===== src/rtl/tx_command_if.sv =====
// SPI-side and TX-FIFO-side signals of the coax transmit command handler.
interface tx_command_if;
    localparam int unsigned BYTE_W = 8;
    localparam int unsigned WORD_W = 10;

    logic                spi_cs;
    logic [BYTE_W-1:0]   spi_rx_data;
    logic                spi_rx_strobe;
    logic                tx_full;
    logic                tx_active;
    logic [WORD_W-1:0]   tx_data;
    logic                tx_load;
    logic [BYTE_W-1:0]   spi_tx_data;
    logic                overflow;

    // Host/SPI side plus FIFO status drive the handler.
    modport master (
        output spi_cs, spi_rx_data, spi_rx_strobe, tx_full, tx_active,
        input  tx_data, tx_load, spi_tx_data, overflow
    );

    // The command handler itself.
    modport slave (
        input  spi_cs, spi_rx_data, spi_rx_strobe, tx_full, tx_active,
        output tx_data, tx_load, spi_tx_data, overflow
    );
endinterface


===== src/rtl/tx_command.sv =====
// Decodes TX / TX-status commands from the SPI byte stream and packs byte
// pairs into 10-bit coax words for the transmit FIFO.
module tx_command #(
    parameter logic [7:0] TX_COMMAND     = 8'h04,
    parameter logic [7:0] STATUS_COMMAND = 8'h06
) (
    input  logic         clk,
    input  logic         reset,
    tx_command_if.slave  bus
);
    localparam int unsigned BYTE_W = 8;
    localparam int unsigned WORD_W = 10;
    localparam int unsigned HI_W   = WORD_W - BYTE_W;

    typedef enum logic [2:0] {
        IDLE,
        TX_HI,
        TX_LO,
        STATUS,
        IGNORE
    } state_t;

    state_t              state;
    logic [HI_W-1:0]     hi_bits;
    logic [WORD_W-1:0]   tx_data_q;
    logic                tx_load_q;
    logic [BYTE_W-1:0]   spi_tx_data_q;
    logic                overflow_q;
    logic [BYTE_W-1:0]   status_byte_c;

    // Snapshot of the status returned to the host on a status frame.
    assign status_byte_c = {5'b0, overflow_q, bus.tx_active, bus.tx_full};

    // Frame sequencing, word assembly and status reporting.
    always_ff @(posedge clk or negedge reset) begin
        if (!reset) begin
            state         <= IDLE;
            hi_bits       <= '0;
            tx_data_q     <= '0;
            tx_load_q     <= 1'b0;
            spi_tx_data_q <= '0;
            overflow_q    <= 1'b0;
        end else begin
            tx_load_q <= 1'b0;
            if (bus.spi_cs) begin
                // Frame end wins over a coincident strobe; partial words are dropped.
                state         <= IDLE;
                hi_bits       <= '0;
                spi_tx_data_q <= '0;
            end else if (bus.spi_rx_strobe) begin
                case (state)
                    IDLE: begin
                        if (bus.spi_rx_data == TX_COMMAND) begin
                            state         <= TX_HI;
                            spi_tx_data_q <= '0;
                        end else if (bus.spi_rx_data == STATUS_COMMAND) begin
                            state         <= STATUS;
                            spi_tx_data_q <= status_byte_c;
                        end else begin
                            state         <= IGNORE;
                            spi_tx_data_q <= '0;
                        end
                    end
                    TX_HI: begin
                        hi_bits <= bus.spi_rx_data[HI_W-1:0];
                        state   <= TX_LO;
                    end
                    TX_LO: begin
                        state <= TX_HI;
                        if (bus.tx_full) begin
                            overflow_q <= 1'b1;
                        end else begin
                            tx_data_q <= {hi_bits, bus.spi_rx_data};
                            tx_load_q <= 1'b1;
                        end
                    end
                    STATUS: begin
                        // Overflow was reported by the previous status byte, so clear it now.
                        spi_tx_data_q <= status_byte_c;
                        overflow_q    <= 1'b0;
                    end
                    IGNORE: begin
                        state <= IGNORE;
                    end
                    default: begin
                        state <= IDLE;
                    end
                endcase
            end
        end
    end

    assign bus.tx_data     = tx_data_q;
    assign bus.tx_load     = tx_load_q;
    assign bus.spi_tx_data = spi_tx_data_q;
    assign bus.overflow    = overflow_q;
endmodule


===== src/flat_wrapper.sv =====
// flat-port wrapper written by rule: the top's interface ports become plain ports
module tx_command_flat 
#(
    parameter logic [7:0] TX_COMMAND     = 8'h04,
    parameter logic [7:0] STATUS_COMMAND = 8'h06
)
  (clk, reset, bus_spi_cs, bus_spi_rx_data, bus_spi_rx_strobe, bus_tx_full, bus_tx_active, bus_tx_data, bus_tx_load, bus_spi_tx_data, bus_overflow);
  tx_command_if bus_i ();
  input  logic clk;
  input  logic reset;
  input wire logic [$bits(bus_i.spi_cs)-1:0] bus_spi_cs;
  input wire logic [$bits(bus_i.spi_rx_data)-1:0] bus_spi_rx_data;
  input wire logic [$bits(bus_i.spi_rx_strobe)-1:0] bus_spi_rx_strobe;
  input wire logic [$bits(bus_i.tx_full)-1:0] bus_tx_full;
  input wire logic [$bits(bus_i.tx_active)-1:0] bus_tx_active;
  output wire logic [$bits(bus_i.tx_data)-1:0] bus_tx_data;
  output wire logic [$bits(bus_i.tx_load)-1:0] bus_tx_load;
  output wire logic [$bits(bus_i.spi_tx_data)-1:0] bus_spi_tx_data;
  output wire logic [$bits(bus_i.overflow)-1:0] bus_overflow;
  assign bus_i.spi_cs = bus_spi_cs;
  assign bus_i.spi_rx_data = bus_spi_rx_data;
  assign bus_i.spi_rx_strobe = bus_spi_rx_strobe;
  assign bus_i.tx_full = bus_tx_full;
  assign bus_i.tx_active = bus_tx_active;
  assign bus_tx_data = bus_i.tx_data;
  assign bus_tx_load = bus_i.tx_load;
  assign bus_spi_tx_data = bus_i.spi_tx_data;
  assign bus_overflow = bus_i.overflow;
  tx_command #(.TX_COMMAND(TX_COMMAND), .STATUS_COMMAND(STATUS_COMMAND)) u_core (.clk(clk), .reset(reset), .bus(bus_i));
endmodule

===== config.mk =====
export PLATFORM = sky130hd
export DESIGN_NAME = tx_command_flat
export DESIGN_NICKNAME = d
export VERILOG_FILES = /design/src/rtl/tx_command_if.sv /design/src/rtl/tx_command.sv /design/src/flat_wrapper.sv
export SDC_FILE = /design/constraint.sdc
export NUM_CORES = 1
export LEC_CHECK = 0
export BUFFER_PORTS_ARGS = -buffer_cell sky130_fd_sc_hd__buf_2
export CELL_PAD_IN_SITES_DETAIL_PLACEMENT = 0
export CELL_PAD_IN_SITES_GLOBAL_PLACEMENT = 1
export CORE_AREA = 10 10 69 56
export CTS_BUF_LIST = sky130_fd_sc_hd__clkbuf_2 sky130_fd_sc_hd__clkbuf_4 sky130_fd_sc_hd__clkbuf_8
export CTS_CLUSTER_SIZE = 28
export DETAILED_ROUTE_END_ITERATION = 6
export DIE_AREA = 0 0 79 66
export PLACE_DENSITY = 0.84
export SYNTH_ARGS = -nofsm -noshare
export SYNTH_HDL_FRONTEND = slang
export SYNTH_SLANG_ARGS = --single-unit

===== constraint.sdc =====
create_clock -name clk -period 2.6 [get_ports clk]
set_input_delay 0.13 -clock clk [delete_from_list [all_inputs] [get_ports clk]]
set_output_delay 0.13 -clock clk [all_outputs]
set_load 0.02 [all_outputs]

# Yosys cells after proc, flatten, opt, wreduce, memory -nomap -nowiden

Index checks and enable logic that the tools add are counted.

Output and inout bits: 20
Word-level logic and storage cells: 45
Flip-flop bits (word level): 25
Input port bits: 14

Muxes and demuxes: 19
Equal/unequal tests: 8
Reduce and logical (&&, ||, !) cells: 10
Bitwise operators: 2

Operator list:

| cell               | number |
|---|---|
| $mux 8             | 3 |
| $eq 8x3->1 const B | 2 |
| $pmux 8 s2         | 1 |
| $mux 3             | 5 |
| $pmux 3 s5         | 1 |
| $reduce_and 4->1   | 2 |
| $eq 3x2->1 const B | 2 |
| $mux 2             | 3 |
| $reduce_and 2->1   | 3 |
| $reduce_bool 2->1  | 3 |
| $mux 1             | 5 |
| $ne 2x2->1 const B | 2 |
| $eq 3x1->1 const B | 1 |
| $eq 3x3->1 const B | 1 |
| $logic_not 3->1    | 1 |
| $reduce_bool 3->1  | 1 |
| $not 1->1          | 2 |
| $pmux 1 s2         | 1 |

# Longest topological paths before layout

Word-level depth: 6
Mapped depth: 6
Gate-level depth less buffers: 3

# Worst setup path before layout

OpenSTA, ideal clock, no wires.

Path kind: flip-flop to flip-flop
Start: reg u_core.state[1]
End: reg u_core.tx_data_q[0] (netlist: u_core.bus.tx_data[0])
Setup time: 125 ps
Path buffers: 2
Required time: 2475 ps
Arrival time: 1275 ps
Setup slack: 1200 ps
Clock period less this slack: 1400 ps
Cell stages (with the launch flop): 6
Cells stage by stage: dfrtp_1 and4bb_1 buf_4 nand2_2 buf_6 mux2_4

Word-level cells in the longest chain between the ends: 2

RTL lines:

| what                              | line             | source |
|---|---|---|
| start, declared                   | tx_command.sv:23 | `state_t state;` |
| start signal, assigned            | tx_command.sv:37 | `state <= IDLE;` |
| start signal, assigned            | tx_command.sv:47 | `state <= IDLE;` |
| start signal, assigned            | tx_command.sv:54 | `state <= TX_HI;` |
| $eq 3x2->1                        | tx_command.sv:51 | `case (state)` |
| $reduce_and 4->1 (no source line) | -                |  |
| end signal, assigned              | tx_command.sv:73 | `tx_data_q <= {hi_bits, bus.spi_rx_data};` |
| end, declared                     | tx_command.sv:25 | `logic [WORD_W-1:0] tx_data_q;` |

No other way between the ends.
A chain may end at the register's enable or synchronous reset.

# Worst setup path in the final report

Start: reg u_core.state[2]
End: reg u_core.tx_data_q[4] (netlist: u_core.bus.tx_data[4])

Same word-level chain as after synthesis.

==> results.txt <==
* Result of the run: completed
- Data arrival, critical path: 1840 ps
* Sequential standard cell area: 500 sq um
- Routability-driven placement finished with a final weighted congestion of between 0.8 and 0.9.
- VDD sags by at most 0.000448 V.
- Antenna Violating Nets Remaining: 0
- Count of warnings emitted by yosys: 0
* Fin crit share: 0.636
- Startpoint kind of the worst setup timing path: register
- In this run the number of H-tree levels came out at 1.
* Unrepaired setup endpoints after global routing: false
- The number of antenna violations at the first check in global routing was 0.
- The floorplan step defined a core boundary enclosing 2560 sq um.
- Quantity of I/O buffers inserted on ports: 28
- The die covers 5210 sq um.
- Time the worst path needs with I/O delays and setup: 1650 ps
- Die H: about 66 um
* Upper clock frequency limit: 605 MHz
- Slew at the pin closest to its max-slew limit: 616 ps
* Total negative slack for setup checks: 0 ps
* TritonCTS clock tree: built
- DIE WIDTH: between 70 and 80 um
- At the worst endpoint, the required time is approximately 2800 ps.
* Area of combinational cells with multiple inputs: 405 sq um
- In the final design database the tool counted 124 nets.
* Post CTS Setup Buffer Count: 0
- For this design the ratio of total power to cell area is 660 nW/um^2.
* Final setup fails: 0
- After synthesis the netlist holds a flip-flop and latch count of 20.
- The pre-antenna-repair detailed-routing pass consisted of 4 iterations.
* Number of core rows: 16
* Post-synthesis instance area: 985 sq um
* Leakage: a little over 0.6 nW
- The first global-routing pass estimated 3670 um of wire.
- The layout has roughly 260 filler cells.
* Count of clock tree sinks: 20
- Detailed routing inserted a total of between 700 and 800 vias.
- Fraction of final layout cells with drive strength greater than 1: 0.404
* HPWL after detailed placement: 1670 um
- 0 antenna diodes ended up in the layout.
- Vias per cell: between 4 and 5
* Area Overhead vs Synth: 19.4%
- Counting every instance in the synthesized netlist gives between 80 and 90.
* WL final: 2130 um
- The clock passes through at most 2 buffers.
- Between clock sinks in the finished design, the worst skew comes to 14.3 ps.
* Final Max Tran Viols: 0
- Max-Slew Margin vs Limit: 0.583
* GR Overflow Total: 0
- The initial utilization of the core area, before any placement, comes to 0.384.
* Post-cts gate resize count: 0
* Hold-fix buffers at CTS: 1
- The worst setup path is captured at a register.
- Sequential share of the synthesized area: 0.508
- Wire length per cell after detailed routing: roughly 15 um
* Critical path type: reg2reg
* Pin count of the biggest net entering global routing: 21
- DRC violations left: 0
- Maximum capacitance violations: 0
* Critical path fanouts, max: 11
* Power, Total: 0.776 mW
* Number of endpoints with negative hold slack in the final report: 0
- For this design the top-level I/O count stands at 34.
- In this run the mean area of a mapped cell was 12.2 sq um.
* Clock Pin Slew Worst Setup and Hold Paths: approximately 120 ps
* Worst Hold Class: in2reg
* Overall routing resource usage: 0.0880
* Vias in the first global route: 755
- The later pin in the worst-skew pair is clocked with a latency of 300 ps.
- Clock tree synthesis inserted a total of 3 buffers.
- For this block, the initial DRC count from the detailed router was 39.
- Number of different library cells in the post-synthesis netlist: 29
- CTS root buf: clkbuf_4
-- final timing paths --
kind | from | endpoint | slack [ps] | cells after the start
setup reg to reg | u_core.state[2] | u_core.bus.tx_data[4] | 950 | 3
min in group asynchronous | reset | u_core.bus.tx_load | 290 | 2
max in group asynchronous | reset | u_core.bus.spi_tx_data[2] | 2000 | 2
setup / recovery | u_core.state[2] | u_core.bus.tx_data[4] | 950 | 3
hold / removal | bus_spi_cs | u_core.hi_bits[0] | 60 | 2
hold reg to reg | u_core.bus.tx_data[5] | u_core.bus.tx_data[5] | 510 | 1
-- worst max-delay path, cell delays in order (launching register included) --
cell      delay [ps]
dfrtp_1          440
and4bb_1         450
nand2_2          280
mux2_4           370
-- synthesized netlist by cell type --
cell type  number  area share
a21oi_1         3       0.015
a311oi_1        1      0.0089
a31oi_1         1      0.0064
and4bb_1        1       0.013
and4bb_2        1       0.013
buf_4           8       0.061
buf_6           1       0.011
conb_1          1      0.0038
dfrtp_1        20        0.51
inv_1           6       0.023
mux2_2          1       0.011
mux2_4          9        0.14
mux2i_1         2       0.020
nand2_1         1      0.0038
nand2_2         1      0.0064
nand2b_1        1      0.0064
nand3_1         3       0.015
nand4_1         3       0.019
nor2_1          3       0.011
nor3_1          1      0.0051
nor3b_1         1      0.0076
nor4_1          1      0.0064
nor4b_1         1      0.0089
o211a_1         1       0.010
o211ai_1        1      0.0076
o21ai_0         3       0.015
o221ai_1        3       0.027
o41ai_1         1      0.0089
xor2_1          1      0.0089
-- layout make-up --
| type | count | area share |
|---|---|---|
| Multi-Input combinational cell | 50 | 0.345 |
| Clock inverter | 1 | 0.0255 |
| Timing Repair Buffer | 29 | 0.128 |
| Clock buffer | 3 | 0.0191 |
| Sequential cell | 20 | 0.426 |
| Inverter | 6 | 0.0191 |
| Tap cell | 36 | 0.0383 |
-- cells by family (layout without fill, tap and decap cells) --
logic type             after synthesis  in the layout  share of synthesized area
AND/OR/NAND/NOR                     18             18                      0.116
AO/OA/AOI/OAI                       14             14                     0.0991
other                                1              5                    0.00381
XOR/XNOR                             1              1                    0.00890
multiplexers                        12             12                      0.169
buffers and inverters               15             39                     0.0953
flip-flops                          20             20                      0.508
-- stage by stage --
step,util,cell area (sq um),hold WS (ps),setup slack [ps],std cells
2_1_floorplan,-,1000,-166,1200,85
3_3_place_gp,0.435,1110,96.5,983,140
3_5_place_dp,0.435,1110,108,957,140
4_1_cts,0.459,1180,50.1,943,145
5_1_grt,0.459,1180,37.3,826,145
6_report,0.459,1180,57.0,947,145
-- registers in the layout, indices dropped and copies added, names as in the netlist --
name / count
u_core.bus.overflow: 1
u_core.bus.spi_tx_data: 3
u_core.bus.tx_data: 10
u_core.bus.tx_load: 1
u_core.hi_bits: 2
u_core.state: 3
-- layer usage --
layer	routed length, um	GRT usage	share of wire	vias up
met5	0	0	0	-
met3	143	0.0394	0.067	2
met1	944	0.109	0.44	353
li1	-	-	-	336
met4	31	0.0313	0.015	0
met2	1010	0.131	0.47	25
-- where the power goes --
group / total, mW / switching (mW) / internal (mW)
logic: 0.161 / 0.0911 / 0.0700
clock network: 0.249 / 0.0928 / 0.156
registers: 0.366 / 0.0222 / 0.344
-- cells in the final DEF, fill, tap and decap left out --
cell,Yosys,layout
and4bb_2,1,1
nand4_1,3,3
mux2_2,1,1
a31oi_1,1,1
nand2_1,1,1
xor2_1,1,1
nand3_1,3,3
inv_1,6,6
nand2_2,1,1
mux2_4,9,9
mux2i_1,2,2
dlygate4sd3_1,0,1
nor3b_1,1,1
nor3_1,1,1
bufinv_16,0,1
o211a_1,1,1
o41ai_1,1,1
nor4b_1,1,1
nor4_1,1,1
a21oi_1,3,3
nand2b_1,1,1
o21ai_0,3,3
clkbuf_4,0,3
buf_2,0,28
a311oi_1,1,1
nor2_1,3,3
and4bb_1,1,1
o211ai_1,1,1
conb_1,1,5
dfrtp_1,20,20
o221ai_1,3,3
No activity file was read; power rests on OpenSTA's default activity.
